[config.mk]
export PLATFORM = sky130hd
export DESIGN_NAME = alu_status_reg_flat
export DESIGN_NICKNAME = d
export VERILOG_FILES = /design/src/rtl/alu_status_reg_if.sv /design/src/rtl/alu_status_reg.sv /design/src/flat_wrapper.sv
export SDC_FILE = /design/constraint.sdc
export NUM_CORES = 1
export LEC_CHECK = 0
export ABC_AREA = 1
export BUFFER_PORTS_ARGS = -buffer_cell sky130_fd_sc_hd__buf_2
export CAP_MARGIN = 20
export CORE_MARGIN = 10
export CORE_UTILIZATION = 37
export CTS_CLUSTER_DIAMETER = 30
export DETAILED_ROUTE_END_ITERATION = 16
export PLACE_DENSITY = 0.83
export REMOVE_ABC_BUFFERS = 1
export SYNTH_ARGS = -nofsm -noshare
export SYNTH_HDL_FRONTEND = slang
export SYNTH_SLANG_ARGS = --single-unit
[constraint.sdc]
create_clock -name clk -period 1.3 [get_ports clk]
set_input_delay 0.26 -clock clk [delete_from_list [all_inputs] [get_ports clk]]
set_output_delay 0.26 -clock clk [all_outputs]
set_load 0.01 [all_outputs]
[src/rtl/alu_status_reg_if.sv]
// Signal bundle between the CPU core (master) and the processor status register (slave).
interface alu_status_reg_if;
  logic       ce;
  logic       sync;
  logic [7:0] alu_res;
  logic       alu_c;
  logic       alu_v;
  logic [7:0] db_in;
  logic       upd_nz;
  logic       upd_c;
  logic       upd_v;
  logic       bit_ld;
  logic       p_ld;
  logic       set_c;
  logic       clr_c;
  logic       set_i;
  logic       clr_i;
  logic       set_d;
  logic       clr_d;
  logic       clr_v;
  logic       brk_push;
  logic [7:0] p_out;
  logic [7:0] p_push;
  logic       c_flag;
  logic       irq_mask;

  modport master (
    output ce, sync, alu_res, alu_c, alu_v, db_in,
    output upd_nz, upd_c, upd_v, bit_ld, p_ld,
    output set_c, clr_c, set_i, clr_i, set_d, clr_d, clr_v, brk_push,
    input  p_out, p_push, c_flag, irq_mask
  );

  modport slave (
    input  ce, sync, alu_res, alu_c, alu_v, db_in,
    input  upd_nz, upd_c, upd_v, bit_ld, p_ld,
    input  set_c, clr_c, set_i, clr_i, set_d, clr_d, clr_v, brk_push,
    output p_out, p_push, c_flag, irq_mask
  );
endinterface

[src/rtl/alu_status_reg.sv]
// 6502/2A03 processor status register (N V - B D I Z C) fed by the ALU and data bus.
// Optional macro IRQ_MASK_DELAY_EN: irq_mask follows I only at instruction boundaries (sync).
module alu_status_reg #(
  parameter logic [7:0] P_RESET = 8'h34
) (
  input  logic              clk,
  input  logic              rst_n,
  alu_status_reg_if.slave   bus
);

  logic n_q, v_q, d_q, i_q, z_q, c_q;
  logic n_d, v_d, d_d, i_d, z_d, c_d;
  logic res_zero;

  assign res_zero = (bus.alu_res == 8'h00);

  always_comb begin
    n_d = n_q;
    v_d = v_q;
    d_d = d_q;
    i_d = i_q;
    z_d = z_q;
    c_d = c_q;
    if (bus.p_ld) begin
      n_d = bus.db_in[7];
      v_d = bus.db_in[6];
      d_d = bus.db_in[3];
      i_d = bus.db_in[2];
      z_d = bus.db_in[1];
      c_d = bus.db_in[0];
    end else begin
      if (bus.bit_ld)      n_d = bus.db_in[7];
      else if (bus.upd_nz) n_d = bus.alu_res[7];

      if (bus.bit_ld || bus.upd_nz) z_d = res_zero;

      // Explicit clear beats BIT, which beats the ALU overflow.
      if (bus.clr_v)       v_d = 1'b0;
      else if (bus.bit_ld) v_d = bus.db_in[6];
      else if (bus.upd_v)  v_d = bus.alu_v;

      if (bus.clr_c)       c_d = 1'b0;
      else if (bus.set_c)  c_d = 1'b1;
      else if (bus.upd_c)  c_d = bus.alu_c;

      if (bus.clr_i)       i_d = 1'b0;
      else if (bus.set_i)  i_d = 1'b1;

      if (bus.clr_d)       d_d = 1'b0;
      else if (bus.set_d)  d_d = 1'b1;
    end
  end

  always_ff @(posedge clk or negedge rst_n) begin
    if (!rst_n) begin
      n_q <= P_RESET[7];
      v_q <= P_RESET[6];
      d_q <= P_RESET[3];
      i_q <= P_RESET[2];
      z_q <= P_RESET[1];
      c_q <= P_RESET[0];
    end else if (bus.ce) begin
      n_q <= n_d;
      v_q <= v_d;
      d_q <= d_d;
      i_q <= i_d;
      z_q <= z_d;
      c_q <= c_d;
    end
  end

`ifdef IRQ_MASK_DELAY_EN
  logic irq_mask_q;

  // Uses next I so an I change on a sync cycle lands in the same edge.
  always_ff @(posedge clk or negedge rst_n) begin
    if (!rst_n) begin
      irq_mask_q <= P_RESET[2];
    end else if (bus.ce && bus.sync) begin
      irq_mask_q <= i_d;
    end
  end

  assign bus.irq_mask = irq_mask_q;
`else
  logic unused_sync;
  assign unused_sync  = bus.sync;
  assign bus.irq_mask = i_q;
`endif

  assign bus.p_out  = {n_q, v_q, 1'b1, 1'b1,         d_q, i_q, z_q, c_q};
  assign bus.p_push = {n_q, v_q, 1'b1, bus.brk_push, d_q, i_q, z_q, c_q};
  assign bus.c_flag = c_q;

endmodule

[src/flat_wrapper.sv]
// flat-port wrapper written by rule: the top's interface ports become plain ports
module alu_status_reg_flat 
#(
  parameter logic [7:0] P_RESET = 8'h34
)
  (clk, rst_n, bus_ce, bus_sync, bus_alu_res, bus_alu_c, bus_alu_v, bus_db_in, bus_upd_nz, bus_upd_c, bus_upd_v, bus_bit_ld, bus_p_ld, bus_set_c, bus_clr_c, bus_set_i, bus_clr_i, bus_set_d, bus_clr_d, bus_clr_v, bus_brk_push, bus_p_out, bus_p_push, bus_c_flag, bus_irq_mask);
  alu_status_reg_if bus_i ();
  input  logic clk;
  input  logic rst_n;
  input wire logic [$bits(bus_i.ce)-1:0] bus_ce;
  input wire logic [$bits(bus_i.sync)-1:0] bus_sync;
  input wire logic [$bits(bus_i.alu_res)-1:0] bus_alu_res;
  input wire logic [$bits(bus_i.alu_c)-1:0] bus_alu_c;
  input wire logic [$bits(bus_i.alu_v)-1:0] bus_alu_v;
  input wire logic [$bits(bus_i.db_in)-1:0] bus_db_in;
  input wire logic [$bits(bus_i.upd_nz)-1:0] bus_upd_nz;
  input wire logic [$bits(bus_i.upd_c)-1:0] bus_upd_c;
  input wire logic [$bits(bus_i.upd_v)-1:0] bus_upd_v;
  input wire logic [$bits(bus_i.bit_ld)-1:0] bus_bit_ld;
  input wire logic [$bits(bus_i.p_ld)-1:0] bus_p_ld;
  input wire logic [$bits(bus_i.set_c)-1:0] bus_set_c;
  input wire logic [$bits(bus_i.clr_c)-1:0] bus_clr_c;
  input wire logic [$bits(bus_i.set_i)-1:0] bus_set_i;
  input wire logic [$bits(bus_i.clr_i)-1:0] bus_clr_i;
  input wire logic [$bits(bus_i.set_d)-1:0] bus_set_d;
  input wire logic [$bits(bus_i.clr_d)-1:0] bus_clr_d;
  input wire logic [$bits(bus_i.clr_v)-1:0] bus_clr_v;
  input wire logic [$bits(bus_i.brk_push)-1:0] bus_brk_push;
  output wire logic [$bits(bus_i.p_out)-1:0] bus_p_out;
  output wire logic [$bits(bus_i.p_push)-1:0] bus_p_push;
  output wire logic [$bits(bus_i.c_flag)-1:0] bus_c_flag;
  output wire logic [$bits(bus_i.irq_mask)-1:0] bus_irq_mask;
  assign bus_i.ce = bus_ce;
  assign bus_i.sync = bus_sync;
  assign bus_i.alu_res = bus_alu_res;
  assign bus_i.alu_c = bus_alu_c;
  assign bus_i.alu_v = bus_alu_v;
  assign bus_i.db_in = bus_db_in;
  assign bus_i.upd_nz = bus_upd_nz;
  assign bus_i.upd_c = bus_upd_c;
  assign bus_i.upd_v = bus_upd_v;
  assign bus_i.bit_ld = bus_bit_ld;
  assign bus_i.p_ld = bus_p_ld;
  assign bus_i.set_c = bus_set_c;
  assign bus_i.clr_c = bus_clr_c;
  assign bus_i.set_i = bus_set_i;
  assign bus_i.clr_i = bus_clr_i;
  assign bus_i.set_d = bus_set_d;
  assign bus_i.clr_d = bus_clr_d;
  assign bus_i.clr_v = bus_clr_v;
  assign bus_i.brk_push = bus_brk_push;
  assign bus_p_out = bus_i.p_out;
  assign bus_p_push = bus_i.p_push;
  assign bus_c_flag = bus_i.c_flag;
  assign bus_irq_mask = bus_i.irq_mask;
  alu_status_reg #(.P_RESET(P_RESET)) u_core (.clk(clk), .rst_n(rst_n), .bus(bus_i));
endmodule
==> out/qor.csv, run 1 <==
metric;value;unit
cts.repair.resized;0;
ios;53;
maxCapViolations;0;
clockBufferDepth;2;
vias_per_cell;4.47;
ys_top_cells_by_area;buf_4, dfrtp_1, nor2_1;
rsz0062_at_grt;no;
overflow;0;
synth-seq-area-share;28.8;%
grt_pass1_vias;567;
syn_inst;80;
fin_skew;0;ns
fin_crit_sh;90.8;%
cts_tree;done;
finish.instance_area;681;µm²
cp_cell_sequence;buf_2;
synth_seq_cells;6;
clk_latency;0.24;ns
fmax;847;MHz
ant_nets;0;
avgSynthCellArea;6.57;µm²
p_leak;0.401;nW
dp_slack;0.245;ns
ir_drop;452;µV
antenna_found_initial;0;
start_kind;flip-flop;
yosysUniqueCellTypes;15;
final_nets;150;
clkSlewWorstSetupHoldPaths;0.04;ns
synth_edf_count;0;
outcome;complete, no violations;
grt_max_degree;9;
cts.sinks;6;
drive_gt1_share;44.7;%
critPathKind;reg2out;
cts_max_level;1;
routed_wl;1.66;mm
async_reset_ff_share;100;%
synth_top_area_share;25.7;%
grt_first_pass_wirelength;2.56;mm
fp-row-count;13;
dieHeight;57.7;µm
cp_top_family;flip-flops;
setup_viol;0;
ctsRootBufferMaster;clkbuf_4;
first_pass_iters;4;
numCtsBuffers;3;
total_power;0.625;mW
powerDensity;918;nW/µm²
yosys.area.top_type;buf_4;
end_kind;primary output;
crit_buf_inv;1;
worstHoldPathType;in2reg;
drt_iter0_drc;10;
synth.cell_area;526;µm²
ys_warn_count;0;
place_congestion;0.791;
critPathMaxStageDelay;0.55;ns
dp.cells;124;
placed_area;644;µm²
via_count;576;
cts_setup_buffers;0;
arrival;0.92;ns
wl_per_cell;12.8;µm
track_usage;9.57;%
critPathSlowestCell;dfstp_2;
synth_ff_type;dfrtp_1;
min_period;1.18;ns
critPathMaxFanout;4;
synthTopCellsByCount;buf_4, nor2_1, nand2_1;
core_area;1320;µm²
slew_violations;0;
worst_slack;0.120;ns
route.detailed.drc;0;
dieWidth;57.7;µm
syn_to_final_growth;29.5;%
hold_viol_final;0;
crit_required;1.04;ns
place_hpwl;1.46;mm
start_util;39.9;%
dieArea;3330;µm²
diodes;0;
finalSetupTns;0;ns
instances_no_fill;129;
port_buffers;44;
-- stage by stage --
step	utilization, %	hold WS (ns)
final	51.7	0.303
after global routing	51.7	0.328
after CTS	51.7	0.302
after detailed placement	48.9	0.0854
after global placement	48.9	0.0828
after floorplan	-	-0.0356
-- flip-flops by register name, summed over array words and instances (netlist names) --
signal and cells:
u_core.d_q 1, u_core.v_q 1, u_core.bus.c_flag 1, u_core.n_q 1
u_core.bus.irq_mask 1, u_core.z_q 1
-- timing repair --
| item | in CTS | in global routing |
|---|---|---|
| hold buffers | 1 | 0 |
| endpoints found under the hold margin | 5 | 0 |
| setup endpoints to repair | 0 | 0 |
-- cells in the final DEF (no fill, tap or decap) --
| master | synthesis | final |
|---|---|---|
| o21ai_1 | 3 | 3 |
| nand3_1 | 2 | 2 |
| buf_4 | 18 | 1 |
| clkbuf_4 | 0 | 3 |
| dfrtp_1 | 5 | 5 |
| o211ai_1 | 2 | 2 |
| o21ai_0 | 2 | 2 |
| nor2_2 | 1 | 1 |
| inv_1 | 6 | 6 |
| nor2_1 | 18 | 18 |
| nand2_1 | 17 | 17 |
| a21oi_2 | 1 | 1 |
| nand4_1 | 1 | 1 |
| a21oi_1 | 2 | 2 |
| conb_1 | 1 | 3 |
| dlygate4sd3_1 | 0 | 1 |
| dfstp_2 | 1 | 1 |
| buf_2 | 0 | 44 |
| clkbuf_1 | 0 | 1 |
-- routing by layer --
layer  track usage (%)  up-vias  part of all wire (%)
li1                  -      297                     -
met1              7.82      260                    32
met2              19.8       17                    62
met3              3.05        2                   5.7
met4              4.03        0                  0.66
met5                 0        -                     0
-- worst paths after layout --
check	start	end	slack, ns	depth (start not counted)
max	u_core.bus.irq_mask	bus_p_out[2]	0.12	1
min	bus_clr_i	u_core.bus.irq_mask	0.30	4
max reg2reg	u_core.bus.irq_mask	u_core.bus.irq_mask	0.56	2
min reg2reg	u_core.d_q	u_core.d_q	0.52	2
max in group asynchronous	rst_n	u_core.bus.irq_mask	0.72	2
min in group asynchronous	rst_n	u_core.d_q	0.36	2
-- worst min-delay path, stage by stage --
cell	delay, ns
buf_2	0.07
o211ai_1	0.07
o21ai_1	0.08
inv_1	0.05
-- area by class of cell --
type	count	area, µm²
Sequential cell	6	151
Fill cell	123	637
Clock buffer	4	26.3
Timing Repair Buffer	46	238
Inverter	6	22.5
Tap cell	15	18.8
Multi-Input combinational cell	52	224
-- report_power, final --
part	switching, mW	leakage (nW)	internal (mW)
clock network	0.0670	0.0150	0.116
logic	0.113	0.317	0.0964
registers	0.0188	0.0692	0.213
-- kinds of logic after synthesis --
family	count (synthesis)	synth area share (%)
AND/OR/NAND/NOR	39	29.3
buffers and inverters	24	30.0
AO/OA/AOI/OAI	10	11.2
flip-flops	6	28.8
other	1	0.714
(Power assumes the default switching activity.)
==> run 2: changes to the inputs <==
CORE_UTILIZATION = 39   (was 37)
CTS_BUF_LIST = sky130_fd_sc_hd__clkbuf_8   (was unset)
PLACE_DENSITY = 0.87   (was 0.83)
==> out/qor.csv, run 2 (synthesis results as in run 1) <==
metric;value;unit;change
fill_cells;135;;was 123
hold_path_end;u_core.v_q;;was u_core.bus.irq_mask
p_switching;0.207;mW;was 0.199 mW
clkSlewWorstSetupHoldPaths;0.04;ns;about the same
ant_nets;0;;unchanged
drt_iter0_drc;4;;was 10
grt_pass1_vias;545;;was 567
hold_viol_final;0;;unchanged
end_kind;primary output;;unchanged
min_from;bus_clr_v;;was bus_clr_i
rsz0062_at_grt;no;;unchanged
p_int;0.511;mW;was 0.426 mW
ios;53;;unchanged
layout_common_cells;buf_2, nor2_1, nand2_1;;unchanged
fin_skew;0;ns;unchanged
ctsRootBufferMaster;clkbuf_8;;was clkbuf_4
min_path_cells;4;;unchanged
reg2reg_setup_slack;0.57;ns;was 0.56 ns
critPathMaxFanout;4;;unchanged
grt_max_degree;14;;was 9
fmax;878;MHz;was 847 MHz
core_area;1280;µm²;was 1320 µm²
clockBufferDepth;2;;unchanged
routed_wl;1.55;mm;was 1.66 mm
fp-row-count;13;;unchanged
critPathMaxStageDelay;0.53;ns;was 0.55 ns
power_frac_seq;32.1;%;was 37.1%
setup_viol;0;;unchanged
hold_buffers;1;;unchanged
final_nets;149;;was 150
crit_required;1.04;ns;about the same
switching_share;28.8;%;was 31.8%
crit_buf_inv;1;;unchanged
finish.instance_area;692;µm²;was 681 µm²
drive_gt1_share;44.2;%;was 44.7%
clk_latency;0.22;ns;was 0.24 ns
maxCapViolations;0;;unchanged
layout_commonest_cell;buf_2;;unchanged
ir_drop;584;µV;was 452 µV
wl_per_cell;12.1;µm;was 12.8 µm
grt_first_pass_wirelength;2.46;mm;was 2.56 mm
route.detailed.drc;0;;unchanged
p_leak;0.408;nW;was 0.401 nW
track_usage;9.41;%;was 9.57%
cts_setup_buffers;0;;unchanged
diodes;0;;unchanged
r2r-start;u_core.bus.irq_mask;;unchanged
p_comb_share;28.8;%;was 33.6%
min_period;1.14;ns;was 1.18 ns
arrival;0.88;ns;was 0.92 ns
vias_per_cell;4.36;;was 4.47
outcome;complete, no violations;;unchanged
cts_tree;done;;unchanged
worstHoldPathType;in2reg;;unchanged
r2r_cells;2;;unchanged
port_buffers;44;;unchanged
cp_cell_sequence;buf_2;;unchanged
cts.repair.resized;0;;unchanged
fin_crit_sh;87.6;%;was 90.8%
dieArea;3220;µm²;was 3330 µm²
place_congestion;0.739;;was 0.791
cts_max_level;1;;unchanged
syn_to_final_growth;31.7;%;was 29.5%
cts.sinks;6;;unchanged
powerDensity;1040;nW/µm²;was 918 nW/µm²
start_util;40.9;%;was 39.9%
numCtsBuffers;3;;unchanged
critPathKind;reg2out;;unchanged
first_pass_iters;4;;unchanged
p_clk_share;39.1;%;was 29.3%
overflow;0;;unchanged
antenna_found_initial;0;;unchanged
critPathSlowestCell;dfstp_2;;unchanged
dieHeight;56.7;µm;was 57.7 µm
start_kind;flip-flop;;unchanged
slew_violations;0;;unchanged
finalSetupTns;0;ns;unchanged
cp_top_family;flip-flops;;unchanged
placed_area;637;µm²;was 644 µm²
via_count;558;;was 576
dieWidth;56.7;µm;was 57.7 µm
rr_endpoint;u_core.bus.irq_mask;;unchanged
run 2: how the worst max path moves through the flow:
stage | startpoint | end | cells after the start
2_1_floorplan | u_core.bus.irq_mask | bus_irq_mask | 0
3_3_place_gp | bus_p_ld | u_core.v_q | 5
3_5_place_dp | bus_p_ld | u_core.v_q | 5
4_1_cts | u_core.bus.irq_mask | bus_p_out[2] | 1
5_1_grt | u_core.bus.irq_mask | bus_p_out[2] | 1
6_report | u_core.bus.irq_mask | bus_p_push[2] | 1
run 2: stage by stage:
stage | utilization, % | std cells | setup WS, ns | hold WS (ns) | total power, mW
2_1_floorplan | - | 64 | 0.443 | -0.0356 | 0.318
3_3_place_gp | 49.6 | 123 | 0.224 | 0.0829 | 0.435
3_5_place_dp | 49.6 | 123 | 0.202 | 0.0892 | 0.440
4_1_cts | 53.8 | 128 | 0.150 | 0.342 | 0.731
5_1_grt | 53.8 | 128 | 0.126 | 0.368 | 0.770
6_report | 53.8 | 128 | 0.161 | 0.345 | 0.718
run 2: worst register-to-register path, cell delays in order, from the launching register on:
cell and delay (ns):
dfstp_2 0.53, o21ai_1 0.08, inv_1 0.06
run 2: routing by layer:
metal	GRT usage, %	routed length, µm
met5	0	0
met4	5.15	27
met3	3.60	103
met2	17.2	923
met1	8.60	498
run 2: area by class of cell:
cell class | instances | area (µm²) | area share, %
clock inverter | 1 | 3.75 | 0.542
inverter | 6 | 22.5 | 3.25
clock buffer | 3 | 41.3 | 5.97
sequential | 6 | 151 | 21.9
timing repair buffer | 45 | 230 | 33.3
multi-input combinational | 52 | 224 | 32.4
tap | 15 | 18.8 | 2.71
run 2: power groups by stage:
stage               registers [mW]  logic (mW)  clock network [mW]
floorplan                    0.262      0.0564                   0
global placement             0.232       0.203                   0
detailed placement           0.233       0.208                   0
CTS                          0.231       0.211               0.290
global route                 0.235       0.233               0.303
finish                       0.230       0.207               0.281
